$ cat config.mk
export PLATFORM = sky130hd
export DESIGN_NAME = mic_packet_sender
export DESIGN_NICKNAME = d
export VERILOG_FILES = /design/src/rtl/mic_packet_sender.sv
export SDC_FILE = /design/constraint.sdc
export NUM_CORES = 1
export LEC_CHECK = 0
export CORE_AREA = 3 3 139 141
export DETAILED_ROUTE_END_ITERATION = 16
export DIE_AREA = 0 0 142 144
export DONT_BUFFER_PORTS = 1
export SYNTH_ARGS = -nofsm -noshare
export SYNTH_HDL_FRONTEND = slang
export SYNTH_SLANG_ARGS = --single-unit
$ cat constraint.sdc
create_clock -name clk -period 3.4 [get_ports clk]
set_input_delay 0.34 -clock clk [delete_from_list [all_inputs] [get_ports clk]]
set_output_delay 0.34 -clock clk [all_outputs]
set_load 0.1 [all_outputs]
$ cat src/rtl/mic_packet_sender.sv
// mic_packet_sender: buffers microphone words in a 4-deep FIFO and
// serialises each one as a {HEADER, word} frame, MSB first, when the bus
// grants a sound-in transmit slot.
//
// Ports:
//   clk                 clock, all logic on posedge
//   rst                 synchronous active-high reset
//   mic_data[31:0]      four packed u-law bytes from the microphone stage
//   mic_data_valid      mic_data holds a complete word
//   mic_data_retrieved  one-cycle pulse on the edge after a word is captured
//   tx_slot             one-cycle grant of a transmit slot
//   tx_bit_en           advance one serial bit this cycle
//   tx_data             serial frame bit, MSB first
//   tx_active           frame in progress
//   fifo_level[2:0]     words buffered, 0..4
//
// Parameter HEADER: frame marker byte sent ahead of each word.
// Build option MIC_PACKET_PARITY_EN: appends an even-parity bit over the
// 32 data bits, making the frame 41 bits instead of 40.

module mic_packet_sender #(
    parameter logic [7:0] HEADER = 8'hC7
) (
    input  logic        clk,
    input  logic        rst,
    input  logic [31:0] mic_data,
    input  logic        mic_data_valid,
    output logic        mic_data_retrieved,
    input  logic        tx_slot,
    input  logic        tx_bit_en,
    output logic        tx_data,
    output logic        tx_active,
    output logic [2:0]  fifo_level
);

`ifdef MIC_PACKET_PARITY_EN
    typedef enum logic [1:0] {
        IDLE   = 2'd0,
        SHIFT  = 2'd1,
        PARITY = 2'd2
    } state_e;
`else
    typedef enum logic {
        IDLE  = 1'b0,
        SHIFT = 1'b1
    } state_e;
`endif

    localparam logic [5:0] LAST_IDX = 6'd39;

    // FIFO storage and bookkeeping
    logic [31:0] mem_q [4];
    logic [31:0] mem_d [4];
    logic [1:0]  wr_ptr_q, wr_ptr_d;
    logic [1:0]  rd_ptr_q, rd_ptr_d;
    logic [2:0]  level_q, level_d;

    // Capture handshake
    logic        retrieved_q, retrieved_d;
    logic [1:0]  lock_q, lock_d;

    // Serialiser
    state_e      state_q, state_d;
    logic [39:0] frame_q, frame_d;
    logic [5:0]  idx_q, idx_d;
`ifdef MIC_PACKET_PARITY_EN
    logic        parity_q, parity_d;
`endif

    logic        capture;
    logic        pop;

    // Full is judged on the registered level only, so a pop in the same
    // cycle never opens room for a capture at level 4. The lockout counter
    // covers the pulse cycle plus two more, so a valid left asserted while
    // the producer reacts to the pulse is not taken twice.
    always_comb begin
        capture = mic_data_valid
                  && (level_q != 3'd4)
                  && (lock_q == 2'd0);
    end

    always_comb begin
        retrieved_d = capture;
        lock_d      = lock_q;
        if (capture) begin
            lock_d = 2'd3;
        end else if (lock_q != 2'd0) begin
            lock_d = lock_q - 2'd1;
        end
    end

    // Serialiser next state; the head word is popped on slot acceptance
    always_comb begin
        state_d  = state_q;
        frame_d  = frame_q;
        idx_d    = idx_q;
        pop      = 1'b0;
`ifdef MIC_PACKET_PARITY_EN
        parity_d = parity_q;
`endif
        case (state_q)
            IDLE: begin
                if (tx_slot && (level_q != 3'd0)) begin
                    pop      = 1'b1;
                    frame_d  = {HEADER, mem_q[rd_ptr_q]};
                    idx_d    = 6'd0;
                    state_d  = SHIFT;
`ifdef MIC_PACKET_PARITY_EN
                    parity_d = ^mem_q[rd_ptr_q];
`endif
                end
            end
            SHIFT: begin
                if (tx_bit_en) begin
                    // Shift left so the current bit is always frame_q[39]
                    frame_d = {frame_q[38:0], 1'b0};
                    if (idx_q == LAST_IDX) begin
`ifdef MIC_PACKET_PARITY_EN
                        state_d = PARITY;
`else
                        state_d = IDLE;
`endif
                    end else begin
                        idx_d = idx_q + 6'd1;
                    end
                end
            end
`ifdef MIC_PACKET_PARITY_EN
            PARITY: begin
                if (tx_bit_en) begin
                    state_d = IDLE;
                end
            end
`endif
            default: begin
                state_d = IDLE;
            end
        endcase
    end

    // FIFO next state
    always_comb begin
        mem_d    = mem_q;
        wr_ptr_d = wr_ptr_q;
        rd_ptr_d = rd_ptr_q;
        if (capture) begin
            mem_d[wr_ptr_q] = mic_data;
            wr_ptr_d        = wr_ptr_q + 2'd1;
        end
        if (pop) begin
            rd_ptr_d = rd_ptr_q + 2'd1;
        end
        level_d = level_q + {2'b00, capture} - {2'b00, pop};
    end

    // Storage needs no reset; the pointers and level define its contents
    always_ff @(posedge clk) begin
        mem_q <= mem_d;
    end

    always_ff @(posedge clk) begin
        if (rst) begin
            wr_ptr_q    <= 2'd0;
            rd_ptr_q    <= 2'd0;
            level_q     <= 3'd0;
            retrieved_q <= 1'b0;
            lock_q      <= 2'd0;
            state_q     <= IDLE;
            frame_q     <= 40'd0;
            idx_q       <= 6'd0;
`ifdef MIC_PACKET_PARITY_EN
            parity_q    <= 1'b0;
`endif
        end else begin
            wr_ptr_q    <= wr_ptr_d;
            rd_ptr_q    <= rd_ptr_d;
            level_q     <= level_d;
            retrieved_q <= retrieved_d;
            lock_q      <= lock_d;
            state_q     <= state_d;
            frame_q     <= frame_d;
            idx_q       <= idx_d;
`ifdef MIC_PACKET_PARITY_EN
            parity_q    <= parity_d;
`endif
        end
    end

    // Outputs
    always_comb begin
        tx_data = 1'b0;
        case (state_q)
            SHIFT: begin
                tx_data = frame_q[39];
            end
`ifdef MIC_PACKET_PARITY_EN
            PARITY: begin
                tx_data = parity_q;
            end
`endif
            default: begin
                tx_data = 1'b0;
            end
        endcase
    end

    assign tx_active          = (state_q != IDLE);
    assign mic_data_retrieved = retrieved_q;
    assign fifo_level         = level_q;

endmodule

## Word level (Yosys, flattened, before mapping)

Index checks and enable logic that the tools add are counted.

| word-level totals | value |
|---|---|
| bits in registers | 185 |

| operators by class | value |
|---|---|
| add/sub/neg operators | 6 |
| order comparisons | 3 |
| eq/ne operators | 5 |
| multiplexer cells | 21 |
| bitwise logic cells | 3 |
| reduce and logical (&&, ||, !) cells | 10 |

Operators with widths:

| cell | number |
|---|---|
| 128-bit bitwise mux | 1 |
| 32-bit two-way mux | 3 |
| 40-bit two-way mux | 2 |
| 40-bit one-hot mux with 2 select lines | 1 |
| 32-bit binary-select mux with 2-bit select | 1 |
| 32-bit demux with 2-bit select | 1 |
| 6-bit two-way mux | 3 |
| 6-bit one-hot mux with 2 select lines | 1 |
| 6-bit by 1-bit adder with 6-bit output (second input constant) | 1 |
| 6-bit equality test (second input constant) | 1 |
| 3-bit >= comparator (second input constant) | 2 |
| 2-bit != test (second input constant) | 3 |
| 2-bit inverter with 3-bit output | 2 |
| 1-bit two-way mux | 5 |
| 2-bit by 1-bit adder with 2-bit output (second input constant) | 2 |
| 1-bit logical AND | 4 |
| 2-bit two-way mux | 2 |
| 2-bit nonzero test | 2 |
| 3-bit by 1-bit adder with 3-bit output | 1 |
| 3-bit by 1-bit less-than comparator with 1-bit output (second input constant) | 1 |
| 3-bit != test (second input constant) | 1 |
| 3-bit AND reduction | 1 |
| 3-bit nonzero test | 1 |
| 3-bit by 1-bit subtractor with 3-bit output | 1 |
| other kinds (5) | 5 |

## Longest topological paths before layout

| depth | value |
|---|---|
| word-level depth | 6 |
| gate-level depth with buffers | 12 |

## Least setup slack after synthesis

No wires, ideal clock.

| path | value |
|---|---|
| path kind | flip-flop to flip-flop |
| start | reg level_q[1] (netlist: fifo_level[1]) |
| end | reg level_q[2] (netlist: fifo_level[2]) |
| library setup time | 0.128 ns |
| data arrival time | 2.864 ns |
| required time | 3.272 ns |
| setup slack | 0.409 ns |
| cell stages (with the launch flop) | 12 |
| path buffers | 0 |
| cells stage by stage | dfxtp_1 nor3b_1 nor3b_2 inv_2 ha_1 inv_1 ha_1 inv_1 fa_1 xor2_1 xnor2_1 nor2_1 |

| between the ends | value |
|---|---|
| longest elaborated chain between the ends | 5 |

Ends and longest elaborated chain:

| what | RTL line | RTL |
|---|---|---|
| start: declaration | 56 | `logic [2:0] level_q, level_d;` |
| start signal: assignment | 178 | `level_q <= level_d;` |
| 3-bit != test / 3-bit nonzero test (equally long branches) | 79, 104 |  |
| 1-bit logical AND (on tied branches) | 79, 104 |  |
| 1-bit logical AND / 1-bit two-way mux (equally long branches) | 80, 104 |  |
| 3-bit by 1-bit adder with 3-bit output / 1-bit two-way mux (equally long branches) | 154, 102 |  |
| 3-bit by 1-bit subtractor with 3-bit output * | 154 | `level_d = level_q + {2'b00, capture} - {2'b00, pop};` |

Every way passes the cells marked *; elsewhere a longest branch is shown, timed or not.
A chain may end at the register's enable or synchronous reset.

## Worst setup path in the final report

| path | value |
|---|---|
| start | reg state_q (netlist: tx_active) |
| end | reg frame_q[21] |

| between the ends | value |
|---|---|
| longest elaborated chain between the ends | 3 |

Ends and longest elaborated chain:

| what | RTL line | RTL |
|---|---|---|
| start: declaration | 63 | `state_e state_q, state_d;` |
| start signal: assignment | 181 | `state_q <= state_d;` |
| 1-bit inverter | - |  |
| 2-bit != test (no line) | - |  |
| 2-bit AND reduction (no line) | - |  |
| end signal: assignment | 182 | `frame_q <= frame_d;` |
| end: declaration | 64 | `logic [39:0] frame_q, frame_d;` |

Parallel ways exist; a longest one is shown, timed or not.

==> summary.md <==
| Metric | Value |
|---|---|
| Status | completed |
| Switch share | 29.28% |
| CP max-delay cell | buf_4 |
| Cell variety after synth | between 40 and 50 |
| Worst Path Buf+Inv | 2 |
| Std-Cell Rows | 49 |
| Top cell family by delay on the critical path | buffers and inverters |
| IO Port Bufs | 0 |
| Register bit total from synthesis | 185 |
| Synthesis-to-layout area growth | 15.32% |
| CP most frequent cell | buf_4 |
| Global-route wire length before repair | a little over 20000 um |
| Clk sink count | between 150 and 200 |
| Top cells by area, synth | edfxtp_1 (53%), dfxtp_1 (16%), mux4_2 (9.9%) |
| Largest area contributor in the netlist | edfxtp_1 |
| Yosys top cell area share | a little over half |
| Layout cells sized above 1 | around 18% |
| Vias | between 3000 and 4000 |
| Lkg Pwr | between 2 and 3 nW |
| CP arrival | just under 3 ns |
| Io pins | 43 |
| Total of max-cap violations | 0 |
| Area taken by multi-input logic gates | between 2000 and 2500 um2 |
| First-pass detailed-route iteration total | 4 |
| Worst Setup Path Type | register to register |
| Initial antenna violation count | 0 |
| Skew-Pair Late Insertion Delay | ~0.43 ns |
| CTS Buffer Depth | 2 |
| H-tree Lvls | 4 |
| Starting Density | roughly 40% |
| GRT Overall Usage | a little over an eighth |
| CP Data Required Time | around 3.7 ns |
| Dpl cells | about 670 |
| TNS Setup | 0 ns |
| Avg Cell Area, Syn | approximately 16 um2 |
| Total die area | 20450 um2 |
| Clk pwr share | between 20 and 30% |
| Drt initial violations | between 200 and 250 |
| Setup bufs post-CTS | 0 |
| Fin crit period | ~2.6 ns |
| Clk root buf | clkbuf_16 |
| P_sw | 1.868 mW |
| Core area | roughly 18000 um2 |
| Final Cycle Share | between 70% and 80% |
| Die Wd | approximately 140 um |
| Critical path fanouts, max | 42 |
| Seq. cell area | between 4000 and 5000 um2 |
| RSZ-0062 raised after global routing | no |
| Top Layer Used | met4 |
| Critical Path Max Stage Delay | between 0.7 and 0.8 ns |
| Fmax | just under 400 MHz |
| Vias per Instance | ~5.2 |
| DRT Wirelength | about 13000 um |
| Critical Path Start Type | register |
| Fraction of synthesis flops using an asynchronous set or reset pin | 0% |
| Synthesized net count | ~500 |
| Slew @ Worst Pin | 0.9342 ns |
| Synth Cell Area | just over 7000 um2 |
| Sequential share of power | between 40 and 50% |
| Fillers | between 1500 and 2000 |
| Ys flop type | edfxtp_1 |
| Gate Count Post-Synth | about 450 |
| Worst-case hold slack | approximately 0.18 ns |
| Routed wl met2 | roughly 6300 um |
| Max Slew Vio Count | 0 |
| Routability Congestion | approximately 0.73 |
| Post-synthesis sequential area ratio | roughly two thirds |
| R2R setup slack | about 0.80 ns |
| Internal power | 4.513 mW |
| Remaining Overflow, GRT | 0 |
| Comb power frac | around a quarter |
| TritonCTS Buffers | 17 |
| Antenna fix cells | 0 |
| Hpwl dp | a little under 8000 um |
| Worst setup EP type | register |
| Clock skew | roughly 0.014 ns |
| M1 WL | slightly below 6000 um |
| Largest net degree at the start of global routing | 58 |
| Worst-path cell chain | buf_4, nand2_1, o21ai_4, buf_4, nor2_1, a211oi_1 |
| Non-filler cells in the finished layout | approximately 730 |
| Synth Warn # | 0 |
| Final hold violations | 0 |
| # setup viols final | 0 |
| DR WL met3 | 448 um |
| Worst hold-check path type | input pin to register |
| CTS tree | done |
| Worst VDD drop | 0.4141 mV |
| Power Density | between 700 and 800 nW/um2 |
| Top-count cell post-synth | edfxtp_1 |
| Post-synth EDFFs | 128 |
| Post-route DRC | 0 |
| Clock transition at path regs | around 0.060 ns |
| Vias in the first global route | roughly 3900 |
| Die Ht | about 140 um |
| Slew HR | between 30% and 40% |
| Synth top cells by count | edfxtp_1 (128), dfxtp_1 (57), nor2_1 (46) |
| Antenna-violating nets left | 0 |
| Routed WL per cell | between 15 and 20 um |
| Post-cts repair resize count | 0 |
| Nets | 537 |
| Core Util, Final | about 46% |
-- flip-flops by register name, indices dropped and copies added, names as in the netlist --
signal	count
fifo_level	3
frame_q	40
idx_q	6
lock_q	2
mem_q	128
mic_data_retrieved	1
rd_ptr_q	2
tx_active	1
wr_ptr_q	2
-- layer usage --
layer	GRT usage, %	vias to the layer above
met5	0	-
met4	4.091	0
met3	4.001	14
met2	21.42	54
met1	17.46	1910
li1	-	1812
-- power by group through the flow --
| stage | logic [mW] | clock network (mW) | registers, mW |
|---|---|---|---|
| CTS | 1.62 | 1.85 | 3.02 |
| finish | 1.58 | 1.79 | 3.01 |
| global placement | 1.52 | 0 | 3.04 |
| floorplan | 1.29 | 0 | 3.07 |
| detailed placement | 1.56 | 0 | 3.06 |
| global route | 1.77 | 1.94 | 3.05 |
-- final cells by class --
type                            count  area share, %
Sequential cell                   185          59.46
Multi-Input combinational cell    227          24.44
Timing Repair Buffer               51          5.904
Clock buffer                       19          5.159
Tap cell                          229          3.414
Clock inverter                     13          1.223
Inverter                            9         0.4026
-- timing repair --
| item | CTS | global route |
|---|---|---|
| setup endpoints to repair | 0 | 0 |
| hold buffers | 33 | 0 |
| hold endpoints to repair | 185 | 0 |
-- metrics by stage --
step	total power, mW	setup WS [ns]	area (um2)
CTS	6.486	0.7812	8392
global placement	4.562	0.8933	7508
detailed placement	4.618	0.7993	7508
global route	6.756	0.5465	8392
finish	6.382	0.8032	8392
floorplan	4.358	0.4087	7277
-- cells by family (layout without fill, tap and decap cells) --
logic type               count (synthesis)  in the layout  synth area share [%]
multiplexers                            65             65                 14.46
flip-flops                             185            185                 68.50
adder cells (fa/ha/maj)                  9              9                 1.651
AND/OR/NAND/NOR                         98             98                 6.396
AO/OA/AOI/OAI                           50             50                 5.072
XOR/XNOR                                 5              5                0.6019
buffers and inverters                   36             92                 3.319
-- worst register-to-register path: stages (launching register included) --
cell and delay (ns):
dfxtp_4 0.34, buf_4 0.71, nand2_1 0.56, o21ai_4 0.27
buf_4 0.32, nor2_1 0.09, a211oi_1 0.22
-- worst paths after layout --
| path | start | end | cells after the start |
|---|---|---|---|
| setup / recovery | tx_active | frame_q[21] | 6 |
| hold / removal | tx_bit_en | tx_active | 3 |
| hold reg to reg | frame_q[35] | frame_q[36] | 2 |
| setup reg to reg | tx_active | frame_q[21] | 6 |
-- placed cells by master (no fill, tap or decap), types with 4 or more instances in the layout --
cell type,instances
nand3_1,12
mux2i_1,32
edfxtp_1,128
clkinv_2,4
dlygate4sd3_1,32
clkbuf_16,17
inv_1,7
mux4_2,32
a21oi_1,10
and2_1,6
dfxtp_1,55
a211oi_1,30
buf_4,17
nand2_1,8
ha_1,8
nor3_1,11
nor2_1,46
Note: power is estimated with default switching activity, not from simulation.
